## src/rtl/cpu_run_controller.sv

```systemverilog
// Host-side run sequencer for the CPU: resets it, pulses start, then counts
// RUN cycles until the CPU reports done or the cycle budget runs out.
module cpu_run_controller #(
    parameter int unsigned        RESET_CYCLES = 2,
    parameter int unsigned        CYCLE_W      = 16,
    parameter logic [CYCLE_W-1:0] MAX_CYCLES   = 16'd50000
) (
    input  logic               clk,
    input  logic               reset,
    input  logic               host_go,
    input  logic               host_abort,
    input  logic               cpu_done,
    output logic               cpu_reset,
    output logic               cpu_start,
    output logic               busy,
    output logic               finished,
    output logic               timed_out,
    output logic [CYCLE_W-1:0] cycle_count
);

    // Reset-cycle counter counts down from RESET_CYCLES-1 to 0 while in RST.
    localparam int unsigned    RCW      = (RESET_CYCLES > 1) ? $clog2(RESET_CYCLES) : 1;
    localparam logic [RCW-1:0] RST_LOAD = RCW'(RESET_CYCLES - 1);

    localparam logic [2:0] S_IDLE    = 3'd0;
    localparam logic [2:0] S_RST     = 3'd1;
    localparam logic [2:0] S_START   = 3'd2;
    localparam logic [2:0] S_RUN     = 3'd3;
    localparam logic [2:0] S_DONE    = 3'd4;
    localparam logic [2:0] S_TIMEOUT = 3'd5;

    logic [2:0]         r_state;
    logic [2:0]         w_state_nxt;
    logic [RCW-1:0]     r_rst_cnt;
    logic [RCW-1:0]     w_rst_cnt_nxt;
    logic [CYCLE_W-1:0] r_count;
    logic [CYCLE_W-1:0] w_count_nxt;
    logic [CYCLE_W-1:0] w_count_inc;

    assign w_count_inc = r_count + CYCLE_W'(1);

    // Next-state and counter update; abort overrides every other request.
    always_comb begin
        w_state_nxt   = r_state;
        w_rst_cnt_nxt = r_rst_cnt;
        w_count_nxt   = r_count;
        if (host_abort) begin
            w_state_nxt = S_IDLE;
            w_count_nxt = '0;
        end else begin
            case (r_state)
                S_IDLE, S_DONE, S_TIMEOUT: begin
                    if (host_go) begin
                        w_state_nxt   = S_RST;
                        w_count_nxt   = '0;
                        w_rst_cnt_nxt = RST_LOAD;
                    end
                end
                S_RST: begin
                    if (r_rst_cnt == '0) begin
                        w_state_nxt = S_START;
                    end else begin
                        w_rst_cnt_nxt = r_rst_cnt - RCW'(1);
                    end
                end
                S_START: begin
                    // cpu_done may still be stale from a previous run here
                    w_state_nxt = S_RUN;
                end
                S_RUN: begin
                    // done takes priority over reaching the budget
                    if (cpu_done) begin
                        w_state_nxt = S_DONE;
                    end else if (w_count_inc == MAX_CYCLES) begin
                        w_count_nxt = w_count_inc;
                        w_state_nxt = S_TIMEOUT;
                    end else begin
                        w_count_nxt = w_count_inc;
                    end
                end
                default: begin
                    w_state_nxt = S_IDLE;
                    w_count_nxt = '0;
                end
            endcase
        end
    end

    // State and counter registers with synchronous active-high reset.
    always_ff @(posedge clk) begin
        if (reset) begin
            r_state   <= S_IDLE;
            r_rst_cnt <= '0;
            r_count   <= '0;
        end else begin
            r_state   <= w_state_nxt;
            r_rst_cnt <= w_rst_cnt_nxt;
            r_count   <= w_count_nxt;
        end
    end

    // Output decode from registered state only; no input reaches an output.
    always_comb begin
        cpu_reset = 1'b0;
        cpu_start = 1'b0;
        busy      = 1'b0;
        finished  = 1'b0;
        timed_out = 1'b0;
        case (r_state)
            S_IDLE:    cpu_reset = 1'b1;
            S_RST: begin
                cpu_reset = 1'b1;
                busy      = 1'b1;
            end
            S_START: begin
                cpu_start = 1'b1;
                busy      = 1'b1;
            end
            S_RUN:     busy      = 1'b1;
            S_DONE:    finished  = 1'b1;
            S_TIMEOUT: timed_out = 1'b1;
            default:   cpu_reset = 1'b1;
        endcase
    end

    assign cycle_count = r_count;

endmodule

```

## config.mk

```make
export PLATFORM = sky130hd
export DESIGN_NAME = cpu_run_controller
export DESIGN_NICKNAME = d
export VERILOG_FILES = /design/src/rtl/cpu_run_controller.sv
export SDC_FILE = /design/constraint.sdc
export NUM_CORES = 1
export LEC_CHECK = 0
export CORE_MARGIN = 4
export CORE_UTILIZATION = 51
export CTS_CLUSTER_DIAMETER = 80
export DETAILED_ROUTE_END_ITERATION = 8
export HOLD_SLACK_MARGIN = 0.15
export PLACE_DENSITY = 0.87
export SETUP_SLACK_MARGIN = 0.1
export SLEW_MARGIN = 20
export SYNTH_ARGS = -nofsm -noshare
export SYNTH_HDL_FRONTEND = slang
export SYNTH_SLANG_ARGS = --single-unit
```

## constraint.sdc

```tcl
create_clock -name clk -period 2.4 [get_ports clk]
set_input_delay 0.48 -clock clk [delete_from_list [all_inputs] [get_ports clk]]
set_output_delay 0.48 -clock clk [all_outputs]
set_load 0.02 [all_outputs]
```

==> metrics.md <==
| Metric | Value |
|---|---|
| Area Growth Syn to Fin | 21.8% |
| MaxCap Viol Count | 0 |
| DR pass1 iterations | 4 |
| Outcome | completed |
| CTS Buffer Depth | 2 |
| Fin crit share | 0.883 |
| Mapped Avg Cell Area | ~7.6 µm² |
| Layout cell share with drive strength beyond 1 | 0.0928 |
| Worst-Margin Slew | 0.444 ns |
| Total grt overflow | 0 |
| Rows | 18 |
| GRT Overall Usage | 0.208 |
| Final Net Count | about 200 |
| Ports | 26 |
| Final instance area | around 1600 µm² |
| HPWL after DPL | 2280 µm |
| FF+latch count, synth | 20 |
| First-pass GRT wire length | between 5000 and 6000 µm |
| Yosys synthesis warning count | 0 |
| R2R Setup Slk | 0.33 ns |
| Worst-path maximum fanout | 16 |
| Cts hold-fix bufs | 0 |
| I/O Buffers | 25 |
| Final cell count without fillers | 224 |
| Leak Pwr | 0.559 nW |
| Clock slew at reported path FFs | 0.12 ns |
| Area of the die | 3500 µm² |
| CTS root buf | clkbuf_4 |
| DRT iter0 DRCs | 80 |
| VDD IR max | roughly 0.31 mV |
| CP required | 1.92 ns |
| Die Ht | 59.2 µm |
| # fillers | 224 |
| Final Hold Fails | 0 |
| H-tree depth | 1 |
| Routability cong. | 0.843 |
| Drt total wl | 3280 µm |
| DRC viols | 0 |
| Vias in the first global route | 1223 |
| Routed len/inst | roughly 15 µm |
| Synthesized area | 1340 µm² |
| Total CTS buffers | 3 |
| Cells along the critical path | nor3b_1 -> clkdlybuf4s50_1 |
| CTS tree | built |
| Critical Path Max Stage Delay | 0.64 ns |
| Post-synthesis sequential area ratio | 0.300 |
| Post-CTS Setup Bufs | 0 |
| Cell Count Post-Placement | 220 |
| Clk_skew | between 0.01 and 0.015 ns |
| Placement Cell Area | ~1600 µm² |
| DRT antenna net count | 0 |
| Via/cell ratio | 6.26 |
| Worst path arrival time | 1.64 ns |
| Core region area | 2480 µm² |
| # diodes | 0 |
| F_max | about 470 MHz |
| Unrepaired setup endpoints after global routing | false |
| HP Class | reg2reg |
| Cells after Synth | 176 |
| Nature of the critical path endpoint | primary output |
| Post-synth cell types | 44 |
| Starting Density | 0.539 |
| Crit-path slowest cell | clkdlybuf4s50_1 |
| Clock sinks | 20 |
| Setup Viol. Count Final | 0 |
| Vias | roughly 1400 |
| Pins Over Slew Limit | 0 |
| Final min period | 2.12 ns |
| Setup TNS | 0 ns |
| Kind of critical path | reg2out |
| Largest net degree at the start of global routing | 20 |
| PD cells | 358 nW/µm² |
| Later-pin clock latency in the skew report | roughly 0.32 ns |
| Final Core Density | 0.657 |
| Synthesized net count | 183 |
| CP Launch Type | flip-flop |
| Initial antenna violation count | 0 |
| Die width | slightly below 60 µm |
| Max_slew headroom | 0.704 |
## cells in the mapped netlist, drive strengths merged
master	count	area share
nor2	24	0.067
or3	2	0.013
nand3	5	0.019
ha	2	0.019
o31ai	3	0.017
a311oi	3	0.020
a31o	1	0.0066
nand2	10	0.028
xnor2	2	0.013
o21ai	14	0.052
a31oi	2	0.0094
a22oi	2	0.011
nor2b	1	0.0047
nand3b	4	0.022
nand2b	5	0.023
or3b	1	0.0066
inv	2	0.0056
nor3	5	0.019
nand4b	2	0.013
and3	1	0.0047
or4	1	0.0056
buf	6	0.024
and4	1	0.0066
clkbuf	8	0.022
o21a	2	0.011
xor2	4	0.026
a211oi	3	0.017
or2	2	0.0094
dfxtp	20	0.30
o211a	1	0.0075
mux2i	1	0.0075
a21oi	16	0.060
o2111ai	1	0.0066
a41oi	2	0.013
nand4	7	0.044
nor3b	2	0.015
nor4	3	0.025
and2	5	0.024
## metal layers
metal	GRT usage	up-vias	wire length [µm]
li1	-	680	-
met1	0.277	644	1450
met2	0.323	66	1480
met3	0.0436	12	265
met4	0.0906	0	80
met5	0	-	0
## critical path, delay by kind of cell, from the launching register on
kind	cells	cell delay (ns)
flops	1	0.45
buf+inv	1	0.64
simple gates	1	0.23
## where the power goes
group / leakage, nW / switching, mW / internal (mW)
sequential: 0.163 / 0.00433 / 0.333
combinational: 0.376 / 0.0253 / 0.0173
clock: 0.0210 / 0.109 / 0.0929
total: 0.559 / 0.139 / 0.443
## timing repair
item / in CTS / in global routing
pin swaps: 0 / 0
setup endpoints to repair: 1 / 5
gates resized for setup: 1 / 3
## logic make-up (layout without fill, tap and decap cells)
kind of cell	Yosys count	after routing	synth area share
adders and majority gates	2	2	0.0187
xor gates and xnor gates	6	6	0.0393
buffers and inverters	16	34	0.0524
AOI/OAI and AO/OA	50	50	0.231
muxes	1	1	0.00749
and+or+nand+nor	81	81	0.351
DFF	20	20	0.300
## cell type report
cell class | count | area, µm² | area share
Timing Repair Buffer | 28 | 273 | 0.168
Multi-Input combinational cell | 140 | 868 | 0.533
Clock buffer | 4 | 36.3 | 0.0223
Sequential cell | 20 | 405 | 0.249
Inverter | 2 | 7.51 | 0.00461
Tap cell | 30 | 37.5 | 0.0231
## cell usage in the layout, fill, tap and decap left out, types with 2 or more instances in the layout
cell	n
a211oi_1	3
a21oi_1	16
a22oi_1	2
a311oi_1	3
a31oi_1	2
a41oi_1	2
and2_1	4
buf_4	3
clkbuf_4	3
clkdlybuf4s50_1	25
dfxtp_1	18
inv_1	2
nand2_1	10
nand2b_1	5
nand3_1	5
nand3b_1	4
nand4_1	6
nand4b_1	2
nor2_1	24
nor3_1	5
nor4_1	2
o21a_1	2
o21ai_0	14
o31ai_1	3
or2_2	2
xnor2_1	2
xor2_1	4
## per-stage QoR
stage                     setup WS (ns)  hold WS [ns]  total power [mW]
after floorplan                   0.363         0.496             0.372
after global placement            0.251         0.519             0.387
after detailed placement          0.185         0.516             0.388
after CTS                         0.192         0.536             0.586
after global routing              0.138         0.583             0.608
final                             0.282         0.540             0.582
## final timing paths
check	start	end	cells past startpoint
hold reg to reg	r_rst_cnt	r_rst_cnt	2
hold / removal	r_rst_cnt	r_rst_cnt	2
setup reg to reg	cycle_count[0]	r_state[1]	6
setup / recovery	r_state[1]	cpu_start	2
## registers in the layout (all words and copies together) (netlist names)
name and flops:
cycle_count 16, r_rst_cnt 1, r_state 3
(Power assumes the default switching activity.)
